`src/rtl/mul_unit.sv`:
```
// mul_unit: radix-2 shift-add multiplier for MUL/MLA/UMULL/UMLAL/SMULL/SMLAL.
// Define MUL_UNIT_EARLY_TERM_EN to leave CALC once the remaining multiplier bits are zero.
module mul_unit (
  input  logic        clk,
  input  logic        reset,
  input  logic        start,
  input  logic [3:0]  mul_ctl,
  input  logic [31:0] a,
  input  logic [31:0] b,
  input  logic [63:0] acc,
  output logic        busy,
  output logic        done,
  output logic [63:0] result,
  output logic [1:0]  nz
);
  typedef enum logic [1:0] {IDLE, CALC, ACC, DONE} state_t;
  state_t state, state_nx;
  logic [4:0]  cnt;
  logic [63:0] mcand, prod, acc_q, prod_s, sum, res;
  logic [31:0] mplr;
  logic [2:0]  op;
  logic        neg, sgn, accept, last;
  logic [1:0]  nz_d;
  assign sgn    = mul_ctl[2] & mul_ctl[1];
  assign accept = state == IDLE && start && mul_ctl[3] && (mul_ctl[2] || !mul_ctl[1]);
`ifdef MUL_UNIT_EARLY_TERM_EN
  assign last = mplr[31:1] == 31'h0;
`else
  assign last = cnt == 5'd31;
`endif
  assign busy = state == CALC || state == ACC;
  assign done = state == DONE;
  always_comb begin
    state_nx = state;
    if (state == IDLE) state_nx = accept ? CALC : IDLE;
    else if (state == CALC) state_nx = last ? ACC : CALC;
    else if (state == ACC) state_nx = DONE;
    else state_nx = IDLE;
  end
  // Sign correction and accumulation happen together in ACC.
  always_comb begin
    prod_s = neg ? -prod : prod;
    sum    = prod_s + (op[0] ? (op[2] ? acc_q : {32'h0, acc_q[31:0]}) : 64'h0);
    res    = op[2] ? sum : {32'h0, sum[31:0]};
    nz_d   = op[2] ? {res[63], res == 64'h0} : {res[31], res[31:0] == 32'h0};
  end
  always_ff @(posedge clk or negedge reset)
    if (!reset) state <= IDLE;
    else state <= state_nx;
  always_ff @(posedge clk or negedge reset)
    if (!reset) begin
      cnt    <= 5'd0;
      mcand  <= 64'h0;
      mplr   <= 32'h0;
      prod   <= 64'h0;
      acc_q  <= 64'h0;
      op     <= 3'd0;
      neg    <= 1'b0;
      result <= 64'h0;
      nz     <= 2'b0;
    end else if (accept) begin
      cnt   <= 5'd0;
      mcand <= {32'h0, (sgn && a[31]) ? -a : a};
      mplr  <= (sgn && b[31]) ? -b : b;
      prod  <= 64'h0;
      acc_q <= acc;
      op    <= mul_ctl[2:0];
      neg   <= sgn && (a[31] ^ b[31]);
    end else if (state == CALC) begin
      prod  <= mplr[0] ? prod + mcand : prod;
      mcand <= mcand << 1;
      mplr  <= mplr >> 1;
      cnt   <= cnt + 5'd1;
    end else if (state == ACC) begin
      result <= res;
      nz     <= nz_d;
    end
endmodule

```
`config.mk`:
```
export PLATFORM = sky130hd
export DESIGN_NAME = mul_unit
export DESIGN_NICKNAME = d
export VERILOG_FILES = /design/src/rtl/mul_unit.sv
export SDC_FILE = /design/constraint.sdc
export NUM_CORES = 1
export LEC_CHECK = 0
export BUFFER_PORTS_ARGS = -buffer_cell sky130_fd_sc_hd__buf_2
export CORE_MARGIN = 3
export CORE_UTILIZATION = 40
export CTS_CLUSTER_DIAMETER = 200
export DETAILED_ROUTE_END_ITERATION = 8
export GPL_TIMING_DRIVEN = 0
export RECOVER_POWER = 25
export SLEW_MARGIN = 30
export SYNTH_ARGS = -nofsm -noshare
export SYNTH_HDL_FRONTEND = slang
export SYNTH_SLANG_ARGS = --single-unit
```
`constraint.sdc`:
```
create_clock -name clk -period 5.9 [get_ports clk]
set_input_delay 1.18 -clock clk [delete_from_list [all_inputs] [get_ports clk]]
set_output_delay 1.18 -clock clk [all_outputs]
set_load 0.02 [all_outputs]
```
==> metrics.md <==
| Metric | Value |
|---|---|
| CP max FO | 9 |
| Clk_lat worst skew | 0.57 ns |
| Port buffer count | 201 |
| Max Cap Viol | 4 |
| Wirelength per Cell | 19.8 microns |
| Die H | 244 microns |
| Worst Hold Depth | 2 |
| Initial Util | 40.7% |
| Max H-tree Level | 2 |
| Hold Crit Class | flop to flop |
| Cell depth of the worst flop-to-flop path | 22 |
| Post-synth top flop | dfrtp_1 |
| RSZ-0062 raised after global routing | true |
| Vias | 20887 |
| Core box area | 0.0554 sq mm |
| Fin. max-slew vios | 307 |
| Antenna cells | 0 |
| Final setup violation count | 4 |
| Gr ovfl total | 0 |
| Root buf cell | clkbuf_16 |
| Yosys Warn Count | 0 |
| Clock skew | 0.0216 ns |
| CP Capture Type | flop |
| Area Overhead vs Synth | 18.0% |
| Largest net degree at the start of global routing | 89 |
| Adder-cell share of the synthesized area | 7.66% |
| R2R Setup Slk | -0.22 ns |
| Gpl congestion | 0.926 |
| Detail Placement HPWL | 60000 microns |
| Status | complete, but fails checks |
| Failing checks | max-capacitance violations, max-slew violations, negative setup slack |
| Nature of the critical path startpoint | flop |
| Final WL | 74900 microns |
| Setup TNS | -0.535 ns |
| Drt first-iter violations | 1422 |
| Util after Layout | 48.1% |
| Max_slew headroom | -72.1% |
| ANT nets after route | 0 |
| Crit path from | prod[17] |
| PwrDens | 360 mW/mm^2 |
| Clock Sink Count | 300 |
| Clock Tree Buf Depth | 3 |
| TritonCTS clock tree | yes |
| Post-synth EDFFs | 0 |
| Final hold vios | 0 |
| Post-Syn Nets | 3005 |
| Post-Syn Area | 0.0226 sq mm |
| Num ports | 203 |
| FMAX | 0.163 GHz |
| Hold path start | acc_q[30] |
| Post-Syn Area per Cell | 8.26 sq um |
| GRT Overall Usage | 24.6% |
| Required time worst endpoint | 6.39 ns |
| Vias per Instance | 5.53 |
| TritonRoute pass-1 iters | 7 |
| Largest family of logic cells by synthesized area | simple AND/OR/NAND/NOR gates |
| Area leader, netlist | dfrtp_1 |
| Layout cell share with drive strength beyond 1 | 14.8% |
| Async set or reset register ratio after synthesis | 100% |
| Fin worst setup slack | -0.220 ns |
| Area contributors post-synth | dfrtp_1, nand2_1, ha_1, xnor2_1, o21ai_0 |
| Crit Path Class | flop to flop |
| XOR/XNOR share of the synthesized area | 9.11% |
| DRC viols | 0 |
| Synth unique cells | 81 |
| CTS Buf Count | 37 |
| Post-synth top area share | 33.3% |
| Initial antenna violation count | 1 |
| Leak | 12.1 nW |
| Final period utilization | 104% |
| Post-synthesis compound-gate area fraction | 19.4% |
| First-pass GRT wire length | 116000 microns |
| Seq/Total Area, Yosys | 33.3% |
| Post-synthesis simple-gate area fraction | 20.8% |
| DIE AREA | 0.0593 sq mm |
| Maximum VDD drop | 0.000230 V |
| Slew at the pin with the worst max-slew slack | 2.58 ns |
| Clk pin slew, worst setup/hold paths | 0.06 ns |
| Gate Count Post-Synth | 2733 |
| Dpl ws | -1.08 ns |
| Vias in the first global route | 20547 |
| CP arrival | 6.61 ns |
| Die W | 244 microns |
| Number of synthesized register bits | 300 |
| Layout net count | 3276 |
| FF-to-FF Start | prod[17] |
| Tmin final | 6.12 ns |
| Multiplexer share of the synthesized area | 6.38% |
| FP Rows | 86 |
## path summary, 6_finish.rpt
kind,endpoint
max,nz[0]
min,acc_q[30]
max reg2reg,nz[0]
min reg2reg,acc_q[30]
max in group asynchronous,prod[27]
min in group asynchronous,mcand[6]
## cell usage after synthesis (5+ instances only)
cell type	number
nand2_1	499
dfrtp_1	300
o21ai_0	220
a21oi_1	212
nor2_1	164
xnor2_1	158
clkbuf_1	138
ha_1	135
mux2i_1	101
xor2_1	75
a21o_1	70
nand3_1	54
inv_1	50
and3_1	49
and2_1	45
nand4_1	42
mux2_2	38
o31ai_1	32
nor3_1	31
or3_1	23
nor4_1	22
a31oi_1	19
o41ai_1	19
a211oi_1	18
nor2b_1	17
o21bai_1	17
nand2b_1	16
or4_1	16
o211ai_1	14
o21a_1	12
buf_1	10
o2bb2ai_1	8
a21boi_0	6
a221oi_1	5
o2111ai_1	5
o221ai_1	5
or4_4	5
## power by group
part	internal [mW]	switching [mW]
Combinational	1.61	2.60
Sequential	2.42	0.410
Clock	1.61	0.946
## kinds of logic after synthesis
kind of cell | after synthesis
xor gates and xnor gates | 234
adders and majority gates | 137
DFF | 300
and+or+nand+nor | 1009
buffers and inverters | 201
muxes | 139
AOI/OAI and AO/OA | 713
## through the flow
| stage | hold WS, ns | total power, mW | std cells | cell area [sq um] |
|---|---|---|---|---|
| finish | 0.466 | 9.60 | 3777 | 26600 |
| global route | 0.475 | 10.2 | 3777 | 26600 |
| CTS | 0.469 | 9.56 | 3776 | 26600 |
| detailed placement | 0.455 | 6.70 | 3686 | 24600 |
| global placement | 0.453 | 6.67 | 3682 | 24500 |
| floorplan | 0.437 | 5.49 | 2733 | 22600 |
## sequential cells by signal, indices dropped and copies added, names as in the netlist, 5 cells and up
name and count:
acc_q 64, cnt 5, mcand 64, mplr 32
prod 64, result 64
## metal layers
layer	part of all wire, %	global-route usage [%]	vias to the layer above
li1	-	-	10263
met1	47	34.7	9996
met2	46	40.0	538
met3	4.8	2.97	90
met4	2.3	6.18	0
met5	0	0	-
## area by class of cell
| type | instances | area, sq um |
|---|---|---|
| inverters | 50 | 188 |
| fillers | 5476 | 28800 |
| repair buffers | 241 | 1300 |
| well taps | 748 | 936 |
| clock inverters | 18 | 350 |
| multi-input cells | 2232 | 14800 |
| flip-flops and latches | 300 | 7520 |
| plain buffers | 142 | 574 |
| clock buffers | 46 | 1010 |
## cells in the final DEF (no fill, tap or decap), types with 14 or more instances in the layout
cell type and instances:
a31oi_1 18, and2_1 45, o21bai_1 16, nor3_1 28
xor2_1 74, or3_1 20, inv_1 50, nand2b_1 16
nor2_1 161, and3_1 49, dfrtp_1 290, ha_1 129
mux2_2 38, o21ai_0 210, buf_4 37, a21o_1 70
nand3_1 53, clkbuf_16 37, nor2b_1 17, buf_2 200
nand4_1 42, o211ai_1 14, mux2i_1 100, o31ai_1 30
nand2_1 493, a211oi_1 17, nor4_1 16, xnor2_1 155
o41ai_1 16, a21oi_1 202, clkbuf_1 131
## worst max-delay path, cell delays in order (launching register included)
cell,delay (ns)
dfrtp_2,0.40
or4_4,0.53
or3_4,0.36
nor3_4,0.22
nand4_4,0.12
or4_4,0.51
or4_4,0.46
or2_1,0.25
or4_4,0.42
buf_6,0.15
o31ai_2,0.20
xnor2_1,0.23
ha_2,0.40
a21o_1,0.18
a21o_1,0.21
a21oi_2,0.15
a21oi_1,0.08
a31oi_1,0.26
a2111oi_4,0.10
nor4_2,0.22
nand4_1,0.16
a2111oi_2,0.26
a22o_1,0.17
## repair_timing
action	in CTS	in global routing
pin swaps	28	13
hold buffers	0	0
resized for setup	77	28
buffers inserted	32	5
setup endpoints to repair	15	8
cloned	0	0
(Power assumes the default switching activity.)
